===== src/rtl/cpu_pkg.sv =====
// ============================================================================
// cpu_pkg : opcode/funct encodings and skid-buffer state encoding shared by
//           the decode stage.   Rev 1.0
// ============================================================================
`default_nettype none

package cpu_pkg;

   localparam logic [5:0] OP_RTYPE = 6'h00;
   localparam logic [5:0] OP_J     = 6'h02;
   localparam logic [5:0] OP_JAL   = 6'h03;
   localparam logic [5:0] OP_BEQ   = 6'h04;
   localparam logic [5:0] OP_BNE   = 6'h05;
   localparam logic [5:0] OP_ADDI  = 6'h08;
   localparam logic [5:0] OP_ADDIU = 6'h09;
   localparam logic [5:0] OP_SLTI  = 6'h0A;
   localparam logic [5:0] OP_SLTIU = 6'h0B;
   localparam logic [5:0] OP_ANDI  = 6'h0C;
   localparam logic [5:0] OP_ORI   = 6'h0D;
   localparam logic [5:0] OP_XORI  = 6'h0E;
   localparam logic [5:0] OP_LUI   = 6'h0F;
   localparam logic [5:0] OP_LW    = 6'h23;
   localparam logic [5:0] OP_SW    = 6'h2B;

   localparam logic [5:0] FUNCT_JR = 6'h08;

   localparam logic [1:0] ST_EMPTY = 2'd0;
   localparam logic [1:0] ST_ONE   = 2'd1;
   localparam logic [1:0] ST_TWO   = 2'd2;

   // Logical immediates are zero-extended; everything else is sign-extended.
   function automatic logic is_zero_ext(input logic [5:0] op);
      return (op == OP_ANDI) || (op == OP_ORI) || (op == OP_XORI) || (op == OP_LUI);
   endfunction

endpackage

`default_nettype wire


===== src/rtl/instr_decode_stage_if.sv =====
// ============================================================================
// instr_decode_stage_if : fetch-side handshake plus decoded head outputs.
//                         Rev 1.0
// ============================================================================
`default_nettype none

interface instr_decode_stage_if #(
   parameter int ADDR_W = 32
);
   logic              in_valid;
   logic              in_ready;
   logic [31:0]       in_instr;
   logic [ADDR_W-1:0] in_pc;
   logic              out_valid;
   logic              out_ready;
   logic [ADDR_W-1:0] out_pc;
   logic [5:0]        opcode;
   logic [4:0]        rs;
   logic [4:0]        rt;
   logic [4:0]        rd;
   logic [4:0]        shamt;
   logic [5:0]        funct;
   logic [15:0]       imm16;
   logic              ext_sel;
   logic [25:0]       jtarget;
   logic [4:0]        dst_reg;
   logic              reg_write;
   logic              illegal;

   modport master (
      output in_valid, in_instr, in_pc, out_ready,
      input  in_ready, out_valid, out_pc, opcode, rs, rt, rd, shamt, funct,
             imm16, ext_sel, jtarget, dst_reg, reg_write, illegal
   );

   modport slave (
      input  in_valid, in_instr, in_pc, out_ready,
      output in_ready, out_valid, out_pc, opcode, rs, rt, rd, shamt, funct,
             imm16, ext_sel, jtarget, dst_reg, reg_write, illegal
   );
endinterface

`default_nettype wire


===== src/rtl/instr_field_decode.sv =====
// ============================================================================
// instr_field_decode : combinational split of a MIPS word into fields and
//                      register-write control.   Rev 1.0
// ============================================================================
`default_nettype none

module instr_field_decode
   import cpu_pkg::*;
#(
   parameter logic [4:0] RA_REG = 5'd31
) (
   input  wire logic [31:0] instr,
   output logic [5:0]       opcode,
   output logic [4:0]       rs,
   output logic [4:0]       rt,
   output logic [4:0]       rd,
   output logic [4:0]       shamt,
   output logic [5:0]       funct,
   output logic [15:0]      imm16,
   output logic             ext_sel,
   output logic [25:0]      jtarget,
   output logic [4:0]       dst_reg,
   output logic             reg_write,
   output logic             illegal
);
   logic w_wr_raw;

   assign opcode  = instr[31:26];
   assign rs      = instr[25:21];
   assign rt      = instr[20:16];
   assign rd      = instr[15:11];
   assign shamt   = instr[10:6];
   assign funct   = instr[5:0];
   assign imm16   = instr[15:0];
   assign jtarget = instr[25:0];
   assign ext_sel = is_zero_ext(opcode);

   always_comb begin
      w_wr_raw = 1'b0;
      illegal  = 1'b0;
      dst_reg  = rt;
      case (opcode)
         OP_RTYPE: begin
            dst_reg  = rd;
            w_wr_raw = (funct != FUNCT_JR);
         end
         OP_JAL: begin
            dst_reg  = RA_REG;
            w_wr_raw = 1'b1;
         end
         OP_J, OP_BEQ, OP_BNE, OP_SW: w_wr_raw = 1'b0;
         OP_ADDI, OP_ADDIU, OP_SLTI, OP_SLTIU,
         OP_ANDI, OP_ORI, OP_XORI, OP_LUI, OP_LW: w_wr_raw = 1'b1;
         default: illegal = 1'b1;
      endcase
   end

   // $zero is never a real write target.
   assign reg_write = w_wr_raw && !illegal && (dst_reg != 5'd0);

endmodule

`default_nettype wire


===== src/rtl/instr_decode_stage.sv =====
// ============================================================================
// instr_decode_stage : 2-entry skid buffer feeding a combinational field
//                      decoder on the head entry.   Rev 1.0
// ============================================================================
`default_nettype none

module instr_decode_stage
   import cpu_pkg::*;
#(
   parameter int         ADDR_W = 32,
   parameter logic [4:0] RA_REG = 5'd31
) (
   input  wire logic           clk,
   input  wire logic           reset,
   input  wire logic           flush,
   instr_decode_stage_if.slave bus
);
   logic [1:0]        r_state;
   logic [31:0]       r_head;
   logic [31:0]       r_skid;
   logic [ADDR_W-1:0] r_head_pc;
   logic [ADDR_W-1:0] r_skid_pc;

   always_ff @(posedge clk) begin
      if (reset) begin
         r_state   <= ST_EMPTY;
         r_head    <= '0;
         r_skid    <= '0;
         r_head_pc <= '0;
         r_skid_pc <= '0;
      end else if (flush) begin
         r_state <= ST_EMPTY;
      end else begin
         case (r_state)
            ST_EMPTY: begin
               if (bus.in_valid) begin
                  r_head    <= bus.in_instr;
                  r_head_pc <= bus.in_pc;
                  r_state   <= ST_ONE;
               end
            end
            ST_ONE: begin
               if (bus.in_valid && bus.out_ready) begin
                  r_head    <= bus.in_instr;
                  r_head_pc <= bus.in_pc;
               end else if (bus.in_valid) begin
                  r_skid    <= bus.in_instr;
                  r_skid_pc <= bus.in_pc;
                  r_state   <= ST_TWO;
               end else if (bus.out_ready) begin
                  r_state   <= ST_EMPTY;
               end
            end
            ST_TWO: begin
               if (bus.out_ready) begin
                  r_head    <= r_skid;
                  r_head_pc <= r_skid_pc;
                  r_state   <= ST_ONE;
               end
            end
            default: r_state <= ST_EMPTY;
         endcase
      end
   end

   assign bus.in_ready  = (r_state != ST_TWO);
   assign bus.out_valid = (r_state != ST_EMPTY);
   assign bus.out_pc    = r_head_pc;

   instr_field_decode #(
      .RA_REG (RA_REG)
   ) u_field_decode (
      .instr     (r_head),
      .opcode    (bus.opcode),
      .rs        (bus.rs),
      .rt        (bus.rt),
      .rd        (bus.rd),
      .shamt     (bus.shamt),
      .funct     (bus.funct),
      .imm16     (bus.imm16),
      .ext_sel   (bus.ext_sel),
      .jtarget   (bus.jtarget),
      .dst_reg   (bus.dst_reg),
      .reg_write (bus.reg_write),
      .illegal   (bus.illegal)
   );

endmodule

`default_nettype wire


===== src/flat_wrapper.sv =====
// flat-port wrapper written by rule: the top's interface ports become plain ports
module instr_decode_stage_flat import cpu_pkg::*;
#(
   parameter int         ADDR_W = 32,
   parameter logic [4:0] RA_REG = 5'd31
)
  (clk, reset, flush, bus_in_valid, bus_in_instr, bus_in_pc, bus_out_ready, bus_in_ready, bus_out_valid, bus_out_pc, bus_opcode, bus_rs, bus_rt, bus_rd, bus_shamt, bus_funct, bus_imm16, bus_ext_sel, bus_jtarget, bus_dst_reg, bus_reg_write, bus_illegal);
  instr_decode_stage_if #(.ADDR_W(ADDR_W)) bus_i ();
  input  wire logic clk;
  input  wire logic reset;
  input  wire logic flush;
  input wire logic [$bits(bus_i.in_valid)-1:0] bus_in_valid;
  input wire logic [$bits(bus_i.in_instr)-1:0] bus_in_instr;
  input wire logic [$bits(bus_i.in_pc)-1:0] bus_in_pc;
  input wire logic [$bits(bus_i.out_ready)-1:0] bus_out_ready;
  output wire logic [$bits(bus_i.in_ready)-1:0] bus_in_ready;
  output wire logic [$bits(bus_i.out_valid)-1:0] bus_out_valid;
  output wire logic [$bits(bus_i.out_pc)-1:0] bus_out_pc;
  output wire logic [$bits(bus_i.opcode)-1:0] bus_opcode;
  output wire logic [$bits(bus_i.rs)-1:0] bus_rs;
  output wire logic [$bits(bus_i.rt)-1:0] bus_rt;
  output wire logic [$bits(bus_i.rd)-1:0] bus_rd;
  output wire logic [$bits(bus_i.shamt)-1:0] bus_shamt;
  output wire logic [$bits(bus_i.funct)-1:0] bus_funct;
  output wire logic [$bits(bus_i.imm16)-1:0] bus_imm16;
  output wire logic [$bits(bus_i.ext_sel)-1:0] bus_ext_sel;
  output wire logic [$bits(bus_i.jtarget)-1:0] bus_jtarget;
  output wire logic [$bits(bus_i.dst_reg)-1:0] bus_dst_reg;
  output wire logic [$bits(bus_i.reg_write)-1:0] bus_reg_write;
  output wire logic [$bits(bus_i.illegal)-1:0] bus_illegal;
  assign bus_i.in_valid = bus_in_valid;
  assign bus_i.in_instr = bus_in_instr;
  assign bus_i.in_pc = bus_in_pc;
  assign bus_i.out_ready = bus_out_ready;
  assign bus_in_ready = bus_i.in_ready;
  assign bus_out_valid = bus_i.out_valid;
  assign bus_out_pc = bus_i.out_pc;
  assign bus_opcode = bus_i.opcode;
  assign bus_rs = bus_i.rs;
  assign bus_rt = bus_i.rt;
  assign bus_rd = bus_i.rd;
  assign bus_shamt = bus_i.shamt;
  assign bus_funct = bus_i.funct;
  assign bus_imm16 = bus_i.imm16;
  assign bus_ext_sel = bus_i.ext_sel;
  assign bus_jtarget = bus_i.jtarget;
  assign bus_dst_reg = bus_i.dst_reg;
  assign bus_reg_write = bus_i.reg_write;
  assign bus_illegal = bus_i.illegal;
  instr_decode_stage #(.ADDR_W(ADDR_W), .RA_REG(RA_REG)) u_core (.clk(clk), .reset(reset), .flush(flush), .bus(bus_i));
endmodule

===== config.mk =====
export PLATFORM = sky130hd
export DESIGN_NAME = instr_decode_stage_flat
export DESIGN_NICKNAME = d
export VERILOG_FILES = /design/src/rtl/cpu_pkg.sv /design/src/rtl/instr_decode_stage_if.sv /design/src/rtl/instr_field_decode.sv /design/src/rtl/instr_decode_stage.sv /design/src/flat_wrapper.sv
export SDC_FILE = /design/constraint.sdc
export NUM_CORES = 1
export LEC_CHECK = 0
export BUFFER_PORTS_ARGS = -buffer_cell sky130_fd_sc_hd__buf_2
export CAP_MARGIN = 20
export CORE_UTILIZATION = 53
export CTS_BUF_LIST = sky130_fd_sc_hd__clkbuf_8
export DETAILED_ROUTE_END_ITERATION = 16
export GPL_ROUTABILITY_DRIVEN = 0
export PLACE_DENSITY = 0.92
export SYNTH_ARGS = -nofsm -noshare
export SYNTH_HDL_FRONTEND = slang
export SYNTH_SLANG_ARGS = --single-unit

===== constraint.sdc =====
create_clock -name clk -period 2.1 [get_ports clk]
set_clock_uncertainty 0.15 [all_clocks]
set_input_delay 0.315 -clock clk [delete_from_list [all_inputs] [get_ports clk]]
set_output_delay 0.315 -clock clk [all_outputs]
set_load 0.02 [all_outputs]

==> impl_results.html <==
<table>
<tr><th>Metric</th><th>Value</th></tr>
<tr><th colspan="2">Yosys</th></tr>
<tr><td>Post-synthesis instance total</td><td>about 700</td></tr>
<tr><td>Compound-cell area share of the yosys netlist</td><td>23.2%</td></tr>
<tr><td>Fraction of registers with async set/reset</td><td>0%</td></tr>
<tr><td>Sequential area share after synthesis</td><td>around 44%</td></tr>
<tr><td>Count of flip-flops with a built-in enable after synthesis</td><td>0</td></tr>
<tr><td>Largest family of logic cells by synthesized area</td><td>compound AO/OA/AOI/OAI gates</td></tr>
<tr><td>Fraction of synthesized cell area taken by the top area cell type</td><td>between 40% and 50%</td></tr>
<tr><td>Area share of xor/xnor cells in the synthesized design</td><td>0%</td></tr>
<tr><td>Flops &amp; latches, synth</td><td>130</td></tr>
<tr><td>Synthesized Nets</td><td>about 750</td></tr>
<tr><td>Mux cell area share after synthesis</td><td>between 10% and 20%</td></tr>
<tr><td>Area fraction in and, or, nand and nor cells after synthesis</td><td>between 10 and 15%</td></tr>
<tr><td>Top_reg_cell synth</td><td>dfxtp_1</td></tr>
<tr><td>Cell types with the highest counts after synthesis</td><td>a21oi_1 (134), dfxtp_1 (130), nand2_1 (130)</td></tr>
<tr><td>Number of distinct library cell variants in the gate-level netlist after synthesis</td><td>33</td></tr>
<tr><td>Biggest area consumer among synthesized cells</td><td>dfxtp_1</td></tr>
<tr><td>Synth Area in Adders</td><td>0%</td></tr>
<tr><td>Mapped cell area</td><td>between 0.005 and 0.006 sq mm</td></tr>
<tr><td>Synth warnings</td><td>0</td></tr>
<tr><td>Mapped Avg Cell Area</td><td>~8.7 sq um</td></tr>
<tr><td>Library cell with the highest instance count after synthesis</td><td>a21oi_1</td></tr>
<tr><td>Cell types with the largest area share after synthesis</td><td>dfxtp_1 (44%), a21oi_1 (11%), mux2i_1 (11%)</td></tr>
<tr><th colspan="2">STA</th></tr>
<tr><td>TNS Setup</td><td>-1510 ps</td></tr>
<tr><td>Number of setup violations in the final report</td><td>6</td></tr>
<tr><td>Fmax</td><td>roughly 410 MHz</td></tr>
<tr><td>Actual transition at the worst max-transition pin</td><td>~350 ps</td></tr>
<tr><td>Hold Violations, Final</td><td>0</td></tr>
<tr><td>Fraction of the cycle the final worst path needs</td><td>115%</td></tr>
<tr><td>Relative slew slack</td><td>between 70% and 80%</td></tr>
<tr><td>Minimum clock period after layout</td><td>2410 ps</td></tr>
<tr><td>Unrepaired setup endpoints after global routing</td><td>true</td></tr>
<tr><td>Setup ws final</td><td>-310 ps</td></tr>
<tr><td>Count of final max-slew check failures</td><td>0</td></tr>
<tr><td>Worst hold slack across all endpoints</td><td>20.3 ps</td></tr>
<tr><th colspan="2">GRT</th></tr>
<tr><td>GR Overflow Total</td><td>0</td></tr>
<tr><td>Global-route wire length before repair</td><td>~27,000 microns</td></tr>
<tr><td>Via count of the first global-routing pass</td><td>roughly 5.7k</td></tr>
<tr><td>Maximum number of pins on one net before global-route repair</td><td>64</td></tr>
<tr><td>Total global routing track utilization</td><td>29.8%</td></tr>
<tr><td>Number of antenna violations at the first check in global routing</td><td>1</td></tr>
<tr><th colspan="2">Drt</th></tr>
<tr><td>Routed via count</td><td>around 6k</td></tr>
<tr><td>First-pass DRT Iterations</td><td>5</td></tr>
<tr><td>WL/cell</td><td>about 17 microns</td></tr>
<tr><td>Avg Vias per Cell</td><td>a little under 6</td></tr>
<tr><td>DRT Wirelength</td><td>about 17,000 microns</td></tr>
<tr><td>DRC violation count after routing</td><td>0</td></tr>
<tr><td>DR iter-0 viols</td><td>between 400 and 500</td></tr>
<tr><td>Residual antenna-violating net count after detailed routing</td><td>0</td></tr>
<tr><th colspan="2">Placed design</th></tr>
<tr><td>Post-placement cell count</td><td>927</td></tr>
<tr><td>Post-DP HPWL</td><td>between 9000 and 10,000 microns</td></tr>
<tr><td>Number of buffers added on ports</td><td>between 150 and 200</td></tr>
<tr><th colspan="2">Critical path</th></tr>
<tr><td>Signal arrival time at the worst endpoint</td><td>between 1500 and 2000 ps</td></tr>
<tr><td>CP Capture Type</td><td>output port</td></tr>
<tr><td>Worst R2R Start</td><td>u_core.r_state[1]</td></tr>
<tr><td>R2R setup slack</td><td>300 ps</td></tr>
<tr><td>CP max FO</td><td>5</td></tr>
<tr><td>Endpoint of the worst-slack reg-to-reg timing path</td><td>u_core.r_head[22]</td></tr>
<tr><td>Sort of element at the start of the critical path</td><td>flop</td></tr>
<tr><td>Depth of the worst register-to-register path</td><td>5</td></tr>
<tr><td>Required arrival time at the worst endpoint</td><td>around 1600 ps</td></tr>
<tr><td>Critical path type</td><td>reg -&gt; out</td></tr>
<tr><th colspan="2">Layout</th></tr>
<tr><td>Net total in the final layout</td><td>940</td></tr>
<tr><td>Proportion of layout cells with a drive suffix above 1</td><td>29.1%</td></tr>
<tr><td>Post-Layout Cell Count</td><td>roughly 1k</td></tr>
<tr><td>Area Overhead vs Synth</td><td>31.4%</td></tr>
<tr><th colspan="2">Hold path</th></tr>
<tr><td>Number of instances on the worst hold path</td><td>3</td></tr>
<tr><td>Terminating pin of the worst hold path</td><td>u_core.r_skid_pc[29]</td></tr>
<tr><td>Critical hold path startpoint</td><td>bus_in_pc[29]</td></tr>
<tr><td>Hold WC Path Type</td><td>in -&gt; reg</td></tr>
<tr><th colspan="2">Clocking</th></tr>
<tr><td>Worst skew pair latency</td><td>approximately 430 ps</td></tr>
<tr><td>Total CTS buffers</td><td>17</td></tr>
<tr><td>Buffer type at the clock tree root</td><td>clkbuf_8</td></tr>
<tr><td>Max clock buf depth</td><td>2</td></tr>
<tr><td>Count of H-tree levels built during CTS</td><td>4</td></tr>
<tr><td>Clk pin slew, worst setup/hold paths</td><td>around 70 ps</td></tr>
<tr><td>Clock tree from TritonCTS</td><td>done</td></tr>
<tr><td>Setup fix buffers added after clock tree synthesis</td><td>0</td></tr>
<tr><td>Number of sinks on the clock net</td><td>130</td></tr>
<tr><th colspan="2">Pwr</th></tr>
<tr><td>Cell internal pwr</td><td>about 3900 uW</td></tr>
<tr><td>Sequential power share</td><td>between 40% and 50%</td></tr>
<tr><td>Total power divided by cell area</td><td>about 730 mW/mm^2</td></tr>
<tr><td>Switching Power</td><td>~1800 uW</td></tr>
<tr><td>Static Leak</td><td>0.00361 uW</td></tr>
<tr><td>Portion of total power attributed to the clock network</td><td>approximately 33%</td></tr>
<tr><td>Part of the power in combinational logic</td><td>between 20 and 25%</td></tr>
<tr><td>Largest voltage drop on the vdd net</td><td>between 0.4 and 0.5 mV</td></tr>
<tr><td>Proportion of total power due to net switching</td><td>between 30% and 40%</td></tr>
<tr><th colspan="2">Floorplan</th></tr>
<tr><td>Area of the core region</td><td>about 0.011 sq mm</td></tr>
<tr><td>Total number of placement rows</td><td>38</td></tr>
<tr><td>Die Footprint</td><td>0.0117 sq mm</td></tr>
<tr><td>Count of boundary I/O pins</td><td>around 190</td></tr>
<tr><td>Initial Utilization</td><td>approximately 55%</td></tr>
<tr><td>Die extent in y</td><td>approximately 110 microns</td></tr>
<tr><td>Die Span X</td><td>~110 microns</td></tr>
<tr><th colspan="2">Outcome</th></tr>
<tr><td>Failing checks</td><td>negative setup slack</td></tr>
<tr><td>Run status</td><td>complete, but fails checks</td></tr>
<tr><th colspan="2">Flow run</th></tr>
<tr><td>Maxcap violations</td><td>0</td></tr>
</table>
[cells in the final DEF (no fill, tap or decap), drive strengths merged]
cell type and n:
buf 211, a21oi 135, nand2 130, dfxtp 130, a311oi 65, mux2i 65, dlygate4sd3 65, clkbuf 17
inv 9, nor2 7, o22a 6, clkinvlp 6, nor3 6, nand2b 5, clkinv 4, a2bb2oi 3
nor2b 3, o21ai 3, nor4 2, diode 1, or4 1, or2 1, and2 1, o22ai 1
a22oi 1, or4b 1, o311ai 1, o21a 1, nand3b 1, and3 1, nand3 1, a2111oi 1
[cell families (layout without fill, tap and decap cells)]
kind of cell	Yosys count	in the layout
other	0	1
AOI/OAI and AO/OA	217	217
muxes	65	65
and+or+nand+nor	160	160
buffers and inverters	111	312
DFF	130	130
[registers in the layout (all words and copies together) (netlist names)]
signal / cells
u_core.r_state: 2
u_core.r_head: 32
u_core.r_skid: 32
u_core.bus.out_pc: 32
u_core.r_skid_pc: 32
[per-stage QoR]
stage          instance area [sq um]  total power (uW)  utilization [%]  setup slack [ps]
2_1_floorplan                   5950              3400                -               150
4_1_cts                         7820              5680             71.8              -300
3_5_place_dp                    6780              3710             62.3               143
3_3_place_gp                    6780              3690             62.3               148
6_report                        7820              5690             71.8              -310
5_1_grt                         7820              5930             71.8              -404
[power by group through the flow]
stage	logic, uW	clock network, uW	registers [uW]
after floorplan	598	0	2800
after global placement	985	0	2700
after detailed placement	1010	0	2710
after CTS	1130	1900	2650
after global routing	1240	2030	2670
final	1150	1890	2660
[worst max-delay path, cell delays in order (launching register included)]
cell and delay [ps]:
dfxtp_2 330, or4_4 590, nor4_2 170, a22oi_1 100
o21a_1 180, buf_2 150
[layout make-up]
cell class / count / area (sq um)
Antenna cell: 1 / 2.50
Clock buffer: 17 / 234
Clock inverter: 15 / 111
Fill cell: 783 / 3070
Inverter: 4 / 17.5
Multi-Input combinational cell: 442 / 2750
Sequential cell: 130 / 2610
Tap cell: 140 / 175
Timing Repair Buffer: 276 / 1920
[worst max-delay path by stage]
stage | start | endpoint | slack, ps | depth (start not counted)
finish | u_core.r_head[30] | bus_reg_write | -310 | 5
global route | u_core.r_head[30] | bus_reg_write | -400 | 5
CTS | u_core.r_head[30] | bus_reg_write | -300 | 5
detailed placement | u_core.r_head[28] | bus_reg_write | 140 | 5
global placement | u_core.r_head[0] | bus_reg_write | 150 | 5
floorplan | u_core.r_head[28] | bus_reg_write | 150 | 4
[layer usage]
metal | global-route usage, % | share of wire [%]
met4 | 14.6 | 3.0
met1 | 32.8 | 39
met5 | 0 | 0
met3 | 7.11 | 5.7
met2 | 53.3 | 52
[what timing repair did]
item	CTS	global route
resized for setup	12	1
pin swaps	2	0
hold buffers	65	0
endpoints found under the setup margin	7	7
endpoints found under the hold margin	65	0
Power figures use the tool's default switching activity.
